$ cat src/rtl/mem_arb_pkg.sv
`default_nettype none
// ------------------------------------------------------------------
// mem_arb_pkg -- default widths and FSM state encoding for the
// mem_port_arbiter slice.                                  Rev 1.0
// ------------------------------------------------------------------
package mem_arb_pkg;

  localparam int ADDR_W_DEF = 32;
  localparam int DATA_W_DEF = 32;

  // State enumeration, kept as plain 2-bit constants for legacy tools
  typedef logic [1:0] arb_state_t;
  localparam arb_state_t ST_IDLE  = 2'd0;
  localparam arb_state_t ST_ISSUE = 2'd1;
  localparam arb_state_t ST_RESP  = 2'd2;

endpackage
`default_nettype wire

$ cat src/rtl/mem_arb_select.sv
`default_nettype none
// ------------------------------------------------------------------
// mem_arb_select -- 2-way grant logic and priority pointer.
// MEM_ARB_ROUND_ROBIN_EN: defined = round-robin, undefined = r1 fixed
// priority.                                                Rev 1.0
// ------------------------------------------------------------------
module mem_arb_select (
  input  logic clk,
  input  logic rst_n,
  input  logic req0,
  input  logic req1,
  input  logic arb_en,
  output logic gnt0,
  output logic gnt1
);

  logic prefer_r1;
  logic pick_r1;

  // r1 wins when alone or when the pointer favours it on contention
  assign pick_r1 = req1 & (~req0 | prefer_r1);
  assign gnt1    = arb_en & pick_r1;
  assign gnt0    = arb_en & req0 & ~pick_r1;

  always_ff @(posedge clk or negedge rst_n) begin
    if (!rst_n) begin
      prefer_r1 <= 1'b1;
`ifdef MEM_ARB_ROUND_ROBIN_EN
    end else if (gnt0 | gnt1) begin
      prefer_r1 <= gnt0;
`else
    end else begin
      prefer_r1 <= 1'b1;
`endif
    end
  end

endmodule
`default_nettype wire

$ cat src/rtl/mem_port_arbiter.sv
`default_nettype none
// ------------------------------------------------------------------
// mem_port_arbiter -- two-requester single-port memory arbiter.
// Policy set by MEM_ARB_ROUND_ROBIN_EN (see mem_arb_select). Rev 1.0
// ------------------------------------------------------------------
module mem_port_arbiter
  import mem_arb_pkg::*;
#(
  parameter int ADDR_W = ADDR_W_DEF,
  parameter int DATA_W = DATA_W_DEF
) (
  input  logic              clk,
  input  logic              rst_n,
  input  logic              r0_req,
  input  logic              r0_we,
  input  logic [ADDR_W-1:0] r0_addr,
  input  logic [DATA_W-1:0] r0_wdata,
  output logic              r0_gnt,
  output logic              r0_rvalid,
  output logic [DATA_W-1:0] r0_rdata,
  input  logic              r1_req,
  input  logic              r1_we,
  input  logic [ADDR_W-1:0] r1_addr,
  input  logic [DATA_W-1:0] r1_wdata,
  output logic              r1_gnt,
  output logic              r1_rvalid,
  output logic [DATA_W-1:0] r1_rdata,
  output logic              mem_writeEn,
  output logic              mem_readEn,
  output logic [ADDR_W-1:0] mem_address,
  output logic [DATA_W-1:0] mem_dataIn,
  input  logic [DATA_W-1:0] mem_dataOut
);

  arb_state_t        state;
  logic              owner;
  logic              arb_en;
  logic              any_gnt;
  logic              sel_we;
  logic [ADDR_W-1:0] sel_addr;
  logic [DATA_W-1:0] sel_wdata;
  logic [DATA_W-1:0] r0_rdata_q;
  logic [DATA_W-1:0] r1_rdata_q;

  // Grants are gated by rst_n so every output reads 0 while reset is held
  assign arb_en = rst_n & (state == ST_IDLE);

  mem_arb_select u_select (
    .clk    (clk),
    .rst_n  (rst_n),
    .req0   (r0_req),
    .req1   (r1_req),
    .arb_en (arb_en),
    .gnt0   (r0_gnt),
    .gnt1   (r1_gnt)
  );

  assign any_gnt   = r0_gnt | r1_gnt;
  assign sel_we    = r1_gnt ? r1_we    : r0_we;
  assign sel_addr  = r1_gnt ? r1_addr  : r0_addr;
  assign sel_wdata = r1_gnt ? r1_wdata : r0_wdata;

  // Strobes and address/data are loaded at the grant edge, so they are
  // high for exactly the ISSUE cycle and hold their value afterwards.
  always_ff @(posedge clk or negedge rst_n) begin
    if (!rst_n) begin
      state       <= ST_IDLE;
      owner       <= 1'b0;
      mem_readEn  <= 1'b0;
      mem_writeEn <= 1'b0;
      mem_address <= '0;
      mem_dataIn  <= '0;
      r0_rdata_q  <= '0;
      r1_rdata_q  <= '0;
    end else begin
      case (state)
        ST_IDLE: begin
          if (any_gnt) begin
            owner       <= r1_gnt;
            mem_readEn  <= ~sel_we;
            mem_writeEn <= sel_we;
            mem_address <= sel_addr;
            mem_dataIn  <= sel_wdata;
            state       <= ST_ISSUE;
          end
        end
        ST_ISSUE: begin
          mem_readEn  <= 1'b0;
          mem_writeEn <= 1'b0;
          state       <= mem_writeEn ? ST_IDLE : ST_RESP;
        end
        ST_RESP: begin
          if (owner) r1_rdata_q <= mem_dataOut;
          else       r0_rdata_q <= mem_dataOut;
          state <= ST_IDLE;
        end
        default: state <= ST_IDLE;
      endcase
    end
  end

  assign r0_rvalid = (state == ST_RESP) & ~owner;
  assign r1_rvalid = (state == ST_RESP) &  owner;
  assign r0_rdata  = r0_rvalid ? mem_dataOut : r0_rdata_q;
  assign r1_rdata  = r1_rvalid ? mem_dataOut : r1_rdata_q;

endmodule
`default_nettype wire
$ cat config.mk
export PLATFORM = sky130hd
export DESIGN_NAME = mem_port_arbiter
export DESIGN_NICKNAME = d
export VERILOG_FILES = /design/src/rtl/mem_arb_pkg.sv /design/src/rtl/mem_arb_select.sv /design/src/rtl/mem_port_arbiter.sv
export SDC_FILE = /design/constraint.sdc
export NUM_CORES = 1
export LEC_CHECK = 0
export CAP_MARGIN = 20
export CORE_MARGIN = 3
export CORE_UTILIZATION = 30
export CTS_CLUSTER_SIZE = 28
export DETAILED_ROUTE_END_ITERATION = 12
export GPL_TIMING_DRIVEN = 0
export PLACE_DENSITY_LB_ADDON = 0.05
export SYNTH_ARGS = -nofsm -noshare
export SYNTH_HDL_FRONTEND = slang
export SYNTH_SLANG_ARGS = --single-unit
$ cat constraint.sdc
create_clock -name clk -period 2.75 [get_ports clk]
set_input_delay 0.275 -clock clk [delete_from_list [all_inputs] [get_ports clk]]
set_output_delay 0.275 -clock clk [all_outputs]
set_load 0.05 [all_outputs]
==> key figures, run 1 <==
Timing
  • Max Slew Vio Count: 0
  • Max Fclk: around 380 MHz
  • Slew headroom: 59.3%
  • Final hold violations: 0
  • Final Skew: roughly 0.012 ns
  • RSZ-0062 raised after global routing: false
  • Final Cycle Share: 96.9%
  • Worst-Margin Slew: 0.608 ns
  • Tmin final: 2.67 ns
  • Final worst slack: ~0.084 ns
  • Setup-failing EPs final: 0

Finish
  • Final nets: about 950
  • Fill count: 1614
  • # diodes: 0
  • Share of cells above drive strength 1: around 17%
  • Layout area overhead: 69.8%

Worst setup path
  • Critical Path Sink Type: primary output
  • Required time at the worst-slack endpoint: 2.48 ns
  • CP Launch Type: flop
  • Critical path arrival: 2.39 ns
  • Worst Setup Path Type: reg -> out
  • CP Max Fanout: 9

Drt
  • Vias/cell: 5.12
  • DRC Markers: 0
  • Routed WL per cell: 19.3 um
  • Final WL: 19700 um
  • DR vias: ~5200
  • Detailed Routing Iterations Pass 1: 5
  • DR iter-0 viols: between 200 and 300
  • Antenna Nets Post-Route: 0

GRT
  • Pin count of the biggest net entering global routing: 74
  • Number of global-route vias before repair: 5429
  • Total GRT Usage: 18.6%
  • Remaining Overflow, GRT: 0
  • Global-route wire length before repair: 30000 um
  • Initial antenna violation count: 0

Floorplanning
  • FP Rows: 49
  • Die Span X: around 140 um
  • Effective utilization at floorplan: 31.2%
  • Die area: 0.0208 mm2
  • Die Height: 144 um
  • Placeable core area: 0.0183 mm2
  • I/O pin cnt: 300

Clock network
  • CTS Root Cell: clkbuf_16
  • CTS tree: yes
  • H-tree levels: 4
  • Clock-pin transition on the worst setup and hold timing paths: 0.07 ns
  • Inserted Clock Buffers: 17
  • Clk buf depth: 2
  • Clock net sink count: roughly 130
  • Worst skew pair latency: 0.41 ns

Logic synthesis
  • Post-Syn Area: 0.00572 mm2
  • Post-synthesis register bit count: approximately 130
  • Post-synthesis cell type count: 26
  • EDFF count, synth: 0
  • Async SR Flop Fraction: 100%
  • Syn_nets: between 600 and 700
  • Sequential-to-total area share from yosys stat: between 50% and 60%
  • Post-Synthesis Cells: 454
  • Synth warn: 0
  • Top_reg_cell synth: dfrtp_1
  • Avg Inst Size Synth: about 13 um2

Placed design
  • Placer Congestion: approximately 0.82
  • DP HPWL: between 10000 and 15000 um
  • Setup Slack @ Placement: -0.490 ns
  • # port buffers: between 200 and 300

Pwr
  • Total Power: 11700 uW
  • P_int: around 6000 uW
  • P_sw: 5580 uW
  • Leakage: 0.00423 uW
  • Power Dens Cells: 1210 mW/mm2
  • Part of the power in the clock network: 19.9%
  • Combinational Power Share: 53.0%
  • VDD IR-drop max: approximately 0.68 mV
  • Flop pwr share: 27.1%
  • Net Sw Frac: 47.6%

Flow run
  • Max-Cap Viols: 0

Min path
  • HP Class: in -> reg

Run status
  • Status: complete, no violations
[cell usage after synthesis (2+ instances only)]
library cell  number  area [um2]
a22oi_1           64         480
a32oi_1           64         561
buf_2             15        75.1
buf_4              3        22.5
buf_6              6        67.6
clkbuf_1          16        60.1
dfrtp_1          133        3330
mux2_2            64         721
nand2_1           67         251
nand2b_1           2        12.5
nor2_1             5        18.8
[final timing paths]
check                      slack [ns]                     endpoint                        from  depth (start not counted)
setup / recovery                 0.08                  r1_rdata[0]        state[0]$_DFFE_PN0P_                          4
setup reg to reg                 1.11   r0_rdata_q[22]$_DFFE_PN0P_        state[1]$_DFFE_PN0P_                          3
min in group asynchronous        0.58   r1_rdata_q[29]$_DFFE_PN0P_                       rst_n                          4
max in group asynchronous        1.27   mem_address[3]$_DFFE_PN0P_                       rst_n                          5
hold / removal                   0.47  mem_address[10]$_DFFE_PN0P_                 r1_addr[10]                          3
hold reg to reg                  0.49   r1_rdata_q[24]$_DFFE_PN0P_  r1_rdata_q[24]$_DFFE_PN0P_                          1
[power groups by stage]
stage	logic [uW]	clock network (uW)	registers, uW
2_1_floorplan	3080	0	4330
3_3_place_gp	6530	0	3170
3_5_place_dp	6580	0	3200
4_1_cts	6280	2400	3170
5_1_grt	6510	2480	3270
6_report	6220	2340	3170
[kinds of logic after synthesis]
kind of cell / count (synthesis) / share of synthesized area [%]
flops: 133 / 58.2
simple gates: 82 / 6.32
compound gates: 132 / 18.7
mux: 64 / 12.6
buf+inv: 43 / 4.14
[state kept, by name, indices dropped and copies added, names as in the netlist]
signal       flops
r0_rdata_q      32
state            2
mem_dataIn      32
r1_rdata_q      32
mem_writeEn      1
mem_address     32
owner            1
mem_readEn       1
[repair_timing]
action	CTS	global route
resized for setup	64	8
hold buffers	5	0
setup buffers	0	2
setup endpoints to repair	64	8
hold endpoints to repair	60	0
[cells in the final DEF, fill, tap and decap left out, types with 3 or more instances in the layout]
cell type and count:
clkinv_4 3, clkdlybuf4s50_1 232, mux2_2 64, buf_2 15
a32oi_1 64, clkbuf_16 17, buf_4 5, nand2_1 67
dfrtp_1 133, inv_6 3, clkbuf_1 16, a22oi_1 64
dlymetal6s2s_1 6, nor2_1 5, dlygate4sd2_1 58, buf_16 4
inv_8 4, buf_6 6
[critical path: stages, from the launching register on]
cell and delay (ns):
dfrtp_1 0.37, buf_6 0.14, nand3b_1 0.31, mux2_2 0.32, clkdlybuf4s50_1 0.84
[cell type report]
cell class	instances	area [um2]	share of cell area, %
sequential	133	3330	34.3
timing repair buffer	307	3080	31.7
multi-input combinational	278	2160	22.2
clock buffer	17	425	4.38
tap	229	287	2.95
buffer	41	229	2.36
clock inverter	15	189	1.95
inverter	2	7.51	0.0773
[through the flow]
stage,hold slack [ns],std cells,TNS [ns],utilization [%],instance area (um2)
2_1_floorplan,-0.0206,454,0,-,5720
3_3_place_gp,0.478,982,-855.70,49.1,9000
3_5_place_dp,0.309,983,-0.607,49.2,9030
4_1_cts,0.445,1020,0,52.8,9680
5_1_grt,0.470,1022,0,53.0,9710
6_report,0.467,1022,0,53.0,9710
[layer usage]
layer / track usage (%) / wire, um
met2: 30.5 / 9570
met5: 0 / 0
met3: 5.69 / 1740
met1: 23.9 / 8210
met4: 5.50 / 225
No activity file was read; power rests on OpenSTA's default activity.
==> run 2: changes to the inputs <==
- clock period: 2.75 -> 3.1 ns (I/O delays scaled with it)
==> key figures, run 2 (synthesis gave the netlist of run 1 again) <==
Floorplanning
  • Die Span X: 144 um (unchanged)
  • Die area: 0.0208 mm2 (unchanged)
  • Die Height: 144 um (unchanged)
  • Effective utilization at floorplan: 31.2% (unchanged)
  • I/O pin cnt: 300 (unchanged)
  • FP Rows: 49 (unchanged)
  • Placeable core area: 0.0183 mm2 (unchanged)

GRT
  • Global-route wire length before repair: 30000 um (-0.25%)
  • Initial antenna violation count: 0 (unchanged)
  • Remaining Overflow, GRT: 0 (unchanged)
  • Number of global-route vias before repair: 5451 (+0.41%)
  • Total GRT Usage: 18.5% (-0.091 points)
  • Pin count of the biggest net entering global routing: 79 (+6.8%)

Drt
  • Routed WL per cell: 19.3 um (+0.10%)
  • Detailed Routing Iterations Pass 1: 5 (unchanged)
  • Antenna Nets Post-Route: 0 (unchanged)
  • Vias/cell: 5.17 (+0.90%)
  • Final WL: 19700 um (-0.49%)
  • DR iter-0 viols: 224 (-10%)
  • DRC Markers: 0 (unchanged)
  • DR vias: 5252 (+0.31%)

Finish
  • Fill count: 1589 (-1.5%)
  • Most frequent cells in the layout: clkdlybuf4s50_1 (296), dfrtp_1 (133), nand2_1 (67)
  • Register area: 0.00333 mm2 (unchanged)
  • Multi-input gate area: 0.00216 mm2 (unchanged)
  • Fin util: 52.8% (-0.14 points)
  • Share of cells above drive strength 1: 16.3% (-0.63 points)
  • Most common library cell in the layout ignoring fill and taps: clkdlybuf4s50_1
  • Layout area overhead: 69.3%
  • Final nets: 940 (-0.63%)
  • # diodes: 0 (unchanged)

Worst setup path
  • CP max stage cell: clkdlybuf4s50_1
  • Critical path arrival: 2.65 ns (+0.26 ns)
  • CP max stage delay: 0.84 ns (about the same)
  • Worst Setup Path Type: reg -> out
  • Critical Path, Cell by Cell: buf_6, nand3b_1, buf_2, mux2_2, clkdlybuf4s50_1
  • Critical Path Sink Type: primary output
  • CP Launch Type: flop
  • Required time at the worst-slack endpoint: 2.79 ns (+0.31 ns)
  • CP Max Fanout: 10 (+1)

Clock network
  • Worst skew pair latency: 0.42 ns (about the same)
  • H-tree levels: 4 (unchanged)
  • Clk buf depth: 2 (unchanged)
  • Inserted Clock Buffers: 17 (unchanged)
  • CTS tree: yes
  • CTS Root Cell: clkbuf_16
  • Clock net sink count: 133 (unchanged)
  • Clock-pin transition on the worst setup and hold timing paths: 0.06 ns (about the same)

Flow run
  • Max-Cap Viols: 0 (unchanged)

Timing
  • Max Fclk: about 340 MHz
  • Slew headroom: 60.8% (+1.4 points)
  • Final TNS setup: 0 ns (unchanged)
  • Worst-Margin Slew: 0.586 ns (-0.0216 ns)
  • Final hold violations: 0 (unchanged)
  • Max Slew Vio Count: 0 (unchanged)
  • Final Cycle Share: 95.5%
  • Final Skew: 0.0138 ns (+0.00136 ns)
  • Tmin final: 2.96 ns
  • Setup-failing EPs final: 0 (unchanged)
  • RSZ-0062 raised after global routing: false

Placed design
  • # port buffers: 299 (unchanged)
  • Placer Congestion: 0.823 (unchanged)
  • DP HPWL: 14500 um (unchanged)

Pwr
  • Leakage: 0.00402 uW (-4.8%)
  • Power Dens Cells: 1100 mW/mm2 (-8.6%)
  • VDD IR-drop max: 0.650 mV (-4.4%)

Min path
  • HP Class: in -> async

Run status
  • Status: complete, no violations
## run 2: cell types whose count changed in the layout (fill, tap and decap cells not counted), moves of 2 or more
cell / change
buf_16: -2
dlymetal6s2s_1: -5
buf_4: -2
dlygate4sd2_1: -57
clkdlybuf4s50_1: +64
## run 2: worst paths after layout
| kind | from | endpoint | slack, ns | depth (start not counted) |
|---|---|---|---|---|
| worst max-delay path | state[0]$_DFFE_PN0P_ | r1_rdata[26] | 0.14 | 5 |
| worst min register to register | mem_writeEn$_DFFE_PN0P_ | state[1]$_DFFE_PN0P_ | 0.49 | 1 |
| min in group clk | mem_writeEn$_DFFE_PN0P_ | state[1]$_DFFE_PN0P_ | 0.49 | 1 |
| max in group asynchronous | rst_n | mem_address[17]$_DFFE_PN0P_ | 2.28 | 3 |
| worst min-delay path | rst_n | r1_rdata_q[25]$_DFFE_PN0P_ | 0.45 | 3 |
| worst max register to register | state[0]$_DFFE_PN0P_ | mem_dataIn[0]$_DFFE_PN0P_ | 1.24 | 6 |
## run 2: critical path, delay by kind of cell (launching register included)
family / cells / cell delay, ns
flip-flops: 1 / 0.37
multiplexers: 1 / 0.27
AND/OR/NAND/NOR: 1 / 0.31
buffers and inverters: 3 / 1.29
## run 2: layer usage
metal	share of wire (%)	vias up	GRT usage [%]	wire, um
met4	1.3	0	5.50	251
met3	8.8	19	5.72	1730
li1	-	2394	-	-
met1	41	2583	23.8	8140
met2	48	256	30.2	9530
met5	0	-	0	0
## run 2: report_power, final
group          total, uW  switching [uW]  internal, uW
sequential          2820             358          2460
combinational       5810            3750          2050
clock               2070             849          1220
## run 2: layout make-up
type	count	area share, %
well taps	229	2.96
repair buffers	302	31.6
plain buffers	40	2.33
multi-input cells	278	22.3
clock buffers	17	4.39
inverters	2	0.0775
clock inverters	15	1.95
flip-flops and latches	133	34.4
## run 2: through the flow
stage               hold slack, ns  setup WS (ns)  total power [uW]  cells  area, um2
floorplan                   0.0144           1.19              6560    454       5720
global placement             0.478          -4.96              8610    982       9000
detailed placement           0.344         -0.210              8680    983       9030
CTS                          0.466         0.0139             10800   1017       9680
global route                 0.486         0.0135             11200   1016       9680
finish                       0.453          0.139             10700   1016       9680
## run 2: what timing repair did
| action | in CTS | in global routing |
|---|---|---|
| hold buffers | 2 | 0 |
| setup buffers | 0 | 0 |
| setup endpoints to repair | 3 | 2 |
| hold endpoints to repair | 60 | 0 |
| gates resized for setup | 2 | 1 |
